**config.mk**
```make
export PLATFORM = sky130hd
export DESIGN_NAME = imem_loader
export DESIGN_NICKNAME = d
export VERILOG_FILES = /design/src/rtl/imem_loader_pkg.sv /design/src/rtl/imem_word_assembler.sv /design/src/rtl/imem_loader.sv
export SDC_FILE = /design/constraint.sdc
export NUM_CORES = 1
export LEC_CHECK = 0
export BUFFER_PORTS_ARGS = -buffer_cell sky130_fd_sc_hd__buf_2
export CAP_MARGIN = 20
export CORE_UTILIZATION = 59
export DETAILED_ROUTE_END_ITERATION = 8
export PLACE_DENSITY_LB_ADDON = 0.25
export SETUP_SLACK_MARGIN = 0.4
export SYNTH_ARGS = -nofsm -noshare
export SYNTH_HDL_FRONTEND = slang
export SYNTH_SLANG_ARGS = --single-unit
```
**constraint.sdc**
```tcl
create_clock -name clk -period 4.1 [get_ports clk]
set_clock_uncertainty 0.2 [all_clocks]
set_input_delay 0.82 -clock clk [delete_from_list [all_inputs] [get_ports clk]]
set_output_delay 0.82 -clock clk [all_outputs]
set_load 0.1 [all_outputs]
```
**src/rtl/imem_loader_pkg.sv**
```systemverilog
// Shared state encoding and sizing helpers for the boot-time instruction loader.
// CHK is only reachable when IMEM_LOADER_CHECKSUM_EN is defined.
package imem_loader_pkg;

  localparam int HDR_LEN = 2;  // word-count header bytes, big-endian

  typedef enum logic [2:0] {
    IDLE  = 3'd0,
    HDR0  = 3'd1,
    HDR1  = 3'd2,
    DATA  = 3'd3,
    WRITE = 3'd4,
    DONE  = 3'd5,
    ERR   = 3'd6,
    CHK   = 3'd7
  } state_t;

  function automatic int im_depth(input int aw);
    return 1 << aw;
  endfunction

endpackage

```
**src/rtl/imem_word_assembler.sv**
```systemverilog
// Big-endian byte-to-word shifter: first byte lands in [31:24], word_full marks the 4th byte.
module imem_word_assembler (
  input  logic        clk,
  input  logic        rst,
  input  logic        clear,
  input  logic        shift,
  input  logic [7:0]  byte_in,
  output logic [31:0] word,
  output logic [1:0]  idx,
  output logic        word_full
);

  always_ff @(posedge clk or negedge rst) begin
    if (!rst) begin
      word      <= '0;
      idx       <= '0;
      word_full <= 1'b0;
    end else if (clear) begin
      word      <= '0;
      idx       <= '0;
      word_full <= 1'b0;
    end else if (shift) begin
      word      <= {word[23:0], byte_in};
      idx       <= idx + 2'd1;
      word_full <= (idx == 2'd3);
    end
  end

endmodule

```
**src/rtl/imem_loader.sv**
```systemverilog
// Boot loader: byte stream -> big-endian words -> instruction memory, holding the core until done.
// Optional trailing XOR checksum byte when IMEM_LOADER_CHECKSUM_EN is defined.
module imem_loader
  import imem_loader_pkg::*;
#(
  parameter int ADDR_W = 7,
  parameter int CNT_W  = 16
) (
  input  logic              clk,
  input  logic              rst,
  input  logic              start,
  input  logic              byte_valid,
  input  logic [7:0]        byte_data,
  output logic              byte_ready,
  output logic              im_we,
  output logic [ADDR_W-1:0] im_addr,
  output logic [31:0]       im_wdata,
  output logic              cpu_hold,
  output logic              done,
  output logic              err,
  output logic [ADDR_W:0]   word_cnt
);

  localparam int DEPTH = im_depth(ADDR_W);

  state_t                     state, state_nx;
  logic [(HDR_LEN-1)*8-1:0]   cnt_hi;
  logic [CNT_W-1:0]           n_words;
  logic [CNT_W-1:0]           hdr_n;
  logic [ADDR_W:0]            cnt, cnt_inc;
  logic                       accept, go_start, last_word;
  logic [31:0]                asm_word;
  logic [1:0]                 asm_idx;
  logic                       asm_full;
`ifdef IMEM_LOADER_CHECKSUM_EN
  logic [7:0]                 xsum;
`endif

  assign byte_ready = (state == HDR0) || (state == HDR1) || (state == DATA) || (state == CHK);
  assign accept     = byte_valid && byte_ready;
  assign go_start   = start && ((state == IDLE) || (state == DONE) || (state == ERR));
  assign hdr_n      = CNT_W'({cnt_hi, byte_data});
  assign cnt_inc    = cnt + 1'b1;
  assign last_word  = (CNT_W'(cnt_inc) == n_words);

  imem_word_assembler u_asm (
    .clk       (clk),
    .rst       (rst),
    .clear     (go_start),
    .shift     (accept && (state == DATA)),
    .byte_in   (byte_data),
    .word      (asm_word),
    .idx       (asm_idx),
    .word_full (asm_full)
  );

  always_ff @(posedge clk or negedge rst) begin
    if (!rst) state <= IDLE;
    else      state <= state_nx;
  end

  always_comb begin
    state_nx = state;
    case (state)
      IDLE, DONE, ERR: if (start) state_nx = HDR0;
      HDR0: if (accept) state_nx = HDR1;
      HDR1: if (accept) begin
        if (hdr_n == '0)
`ifdef IMEM_LOADER_CHECKSUM_EN
          state_nx = CHK;
`else
          state_nx = DONE;
`endif
        else if (hdr_n > CNT_W'(DEPTH)) state_nx = ERR;
        else                            state_nx = DATA;
      end
      DATA: if (accept && (asm_idx == 2'd3)) state_nx = WRITE;
      WRITE: begin
        if (last_word)
`ifdef IMEM_LOADER_CHECKSUM_EN
          state_nx = CHK;
`else
          state_nx = DONE;
`endif
        else
          state_nx = DATA;
      end
`ifdef IMEM_LOADER_CHECKSUM_EN
      CHK: if (accept) state_nx = (byte_data == xsum) ? DONE : ERR;
`endif
      default: state_nx = IDLE;
    endcase
  end

  always_ff @(posedge clk or negedge rst) begin
    if (!rst) begin
      cnt_hi  <= '0;
      n_words <= '0;
      cnt     <= '0;
    end else begin
      if (go_start)                      cnt     <= '0;
      else if (state == WRITE)           cnt     <= cnt_inc;
      if (accept && (state == HDR0))     cnt_hi  <= byte_data;
      if (accept && (state == HDR1))     n_words <= hdr_n;
    end
  end

`ifdef IMEM_LOADER_CHECKSUM_EN
  // Running XOR covers data bytes only; the header is excluded.
  always_ff @(posedge clk or negedge rst) begin
    if (!rst)                            xsum <= '0;
    else if (go_start)                   xsum <= '0;
    else if (accept && (state == DATA))  xsum <= xsum ^ byte_data;
  end
`endif

  // asm_full is set by the 4th byte and held through WRITE, so one strobe per word.
  assign im_we    = (state == WRITE) && asm_full;
  assign im_addr  = cnt[ADDR_W-1:0];
  assign im_wdata = asm_word;
  assign cpu_hold = (state != DONE);
  assign done     = (state == DONE);
  assign err      = (state == ERR);
  assign word_cnt = cnt;

endmodule
```
==> flow_summary.json <==
{
  "status": "finished clean",
  "drv_slew": 0,
  "synth_top_flop_cell": "dfrtp_1",
  "yosysTopAreaCell": "dfrtp_1",
  "die_y_um": 78.0,
  "design_area_um2": 3930,
  "diodes": 0,
  "fin_nets": 405,
  "maxSlewHeadroom_pct": 48.5,
  "finalSetupTns_ns": 0,
  "cts_resized": 0,
  "clock_latency_ns": 0.35,
  "start_kind": "flop",
  "numCtsBuffers": 9,
  "setup_slack_ns": 1.30,
  "period_needed_ns": 2.80,
  "detail_route.wl_per_cell_um": 15.3,
  "max_freq_mhz": 357,
  "dp_hpwl_um": 4800,
  "portBuffers": 63,
  "yosysSeqAreaShare_pct": 51.5,
  "grt_max_degree": 55,
  "dpl_cell_area_um2": 3660,
  "p_per_area_nw_per_um2": 839,
  "cp.required_ns": 3.08,
  "grt_pass1_vias": 2517,
  "rsz0062_at_grt": "no",
  "drc": 0,
  "drive_gt1_share_pct": 30.8,
  "grt_use_total_pct": 26.2,
  "vias": 2650,
  "cts_tree": "done",
  "io_pins": 64,
  "area_growth_pct": 15.5,
  "synthArstFlopShare_pct": 100,
  "ys_ff_latch": 70,
  "synth_warnings": 0,
  "leakage_uw": 0.00186,
  "hold_viol": 0,
  "ir_worst_vdd_uv": 974,
  "cts_hold_buf": 0,
  "drt_iter0_drc": 185,
  "dieWidth_um": 78.0,
  "fp.coreArea_um2": 5540,
  "rows": 27,
  "syn_inst": 339,
  "syn_area_um2": 3400,
  "ys_types": 49,
  "postCtsSetupRepairBufs": 0,
  "critPathSlowestCell": "dfrtp_1",
  "overflow": 0,
  "rrSetupSlack_ns": 1.75,
  "path_cells": "a21boi_0 -> nor2_1 -> buf_2",
  "dieArea_um2": 6080,
  "dp.cells": 452,
  "worstMarginPinSlew_ns": 0.772,
  "syn_nets": 353,
  "yosys.area.top_type_share_pct": 51.5,
  "post-place-ws_ns": 1.68,
  "synth_edf_count": 0,
  "hp-class": "in -> async",
  "layoutNonFillerInstCount": 468,
  "crit_type": "reg -> out",
  "grt_antenna_before_repair": 0,
  "slowest_delay_ns": 0.59,
  "via_per_inst": 5.66,
  "syn_avg_cell_area_um2": 10.0,
  "wl_um": 7170,
  "cp-end-kind": "primary output",
  "arrival_ns": 1.78,
  "critPathMaxFanout": 11,
  "drv_cap": 0,
  "grt_pass1_wl_um": 12200,
  "htree_levels": 3,
  "start_util_pct": 61.4,
  "cts_sinks": 70,
  "clkSlewWorstSetupHoldPaths_ns": 0.08,
  "fin_crit_sh_pct": 68.2,
  "setup_viol": 0,
  "yosys-top-cells-area": "dfrtp_1 (51%), nand2_1 (9.2%), mux2_2 (7.6%), a21oi_1 (6.2%), buf_4 (2.9%)",
  "drt.antenna.violating_nets": 0,
  "dr.pass1.iters": 4,
  "hold_ws_ns": 0.180,
  "clock_path_buffers": 2,
  "cts-root-buf": "clkbuf_8",
  "globalplace.congestion": 0.908
}
==> path summary, 6_finish.rpt <==
kind	from	end	depth (start not counted)
setup / recovery	state[0]$_DFFE_PN0P_	byte_ready	3
hold reg to reg	n_words[11]$_DFFE_PN0P_	n_words[11]$_DFFE_PN0P_	1
min in group clk	n_words[11]$_DFFE_PN0P_	n_words[11]$_DFFE_PN0P_	1
hold / removal	rst	u_asm.word[30]$_DFFE_PN0P_	1
max in group asynchronous	rst	n_words[7]$_DFFE_PN0P_	2
setup reg to reg	state[2]$_DFFE_PN0P_	word_cnt[2]$_DFFE_PN0P_	7
==> registers in the layout (all words and copies together) (netlist names) <==
name             count
cnt_hi               8
n_words             16
state                3
u_asm.idx            2
u_asm.word          32
u_asm.word_full      1
word_cnt             8
==> synth_stat cells (2+ instances only) <==
cell type  instances
buf_2              5
and2b_1            4
nor3_1             4
o22ai_1            3
xnor2_1            7
and3_1             3
buf_6              4
dfrtp_1           70
nand3_1            3
o21ai_1            3
nor2_2             5
nand4_2            2
clkbuf_1           4
nand2_1           83
xor2_1             2
ha_1               2
mux2_2            23
inv_1              7
buf_4             13
nand4_1            2
o31ai_1            3
a21oi_1           42
nor2_1             7
nor2b_1            2
nor3b_1            2
o21ai_0            6
nor4_1             5
mux2i_1            2
==> area by class of cell <==
| cell class | instances | area, µm² |
|---|---|---|
| Clock inverter | 7 | 145 |
| Timing Repair Buffer | 67 | 345 |
| Clock buffer | 9 | 124 |
| Inverter | 8 | 30.0 |
| Tap cell | 72 | 90.1 |
| Sequential cell | 70 | 1750 |
| Fill cell | 442 | 1610 |
| Multi-Input combinational cell | 235 | 1450 |
==> metal layers <==
metal  global-route usage, %  routed length, µm  up-vias
li1                        -                  -     1262
met1                    37.5               3360     1293
met2                    39.6               3350       82
met3                    4.12                341       13
met4                    11.7                116        0
met5                       0                  0        -
==> cells by family after synthesis <==
family / count (synthesis) / synth area share, %
XOR/XNOR: 9 / 2.32
AND/OR/NAND/NOR: 127 / 17.5
AO/OA/AOI/OAI: 72 / 13.5
flip-flops: 70 / 51.5
buffers and inverters: 34 / 6.25
adder cells (fa/ha/maj): 2 / 0.735
multiplexers: 25 / 8.20
==> power by group <==
| part | leakage [µW] | switching [µW] | internal [µW] |
|---|---|---|---|
| combinational | 0.000804 | 1060 | 386 |
| sequential | 0.000920 | 211 | 897 |
| clock | 0.000135 | 279 | 470 |
==> placed cells by master, fill, tap and decap left out, drive strengths merged, types with 5 or more instances in the layout <==
master	count
buf	67
a21oi	42
clkbuf	9
mux2	23
inv	9
o21ai	9
nor4	5
xnor2	7
dfrtp	70
nor2	12
nand2	83
==> worst max-delay path, delay by kind of cell, from the launching register on <==
family / cells / cell delay [ns]
and+or+nand+nor: 1 / 0.18
buffers and inverters: 1 / 0.45
AOI/OAI and AO/OA: 1 / 0.21
DFF: 1 / 0.59
==> per-stage QoR <==
stage	util, %	total power, µW
after floorplan	-	2330
after global placement	66.1	2520
after detailed placement	66.1	2560
after CTS	71.0	3310
after global routing	71.0	3450
final	71.0	3300
No activity file was read; power rests on OpenSTA's default activity.
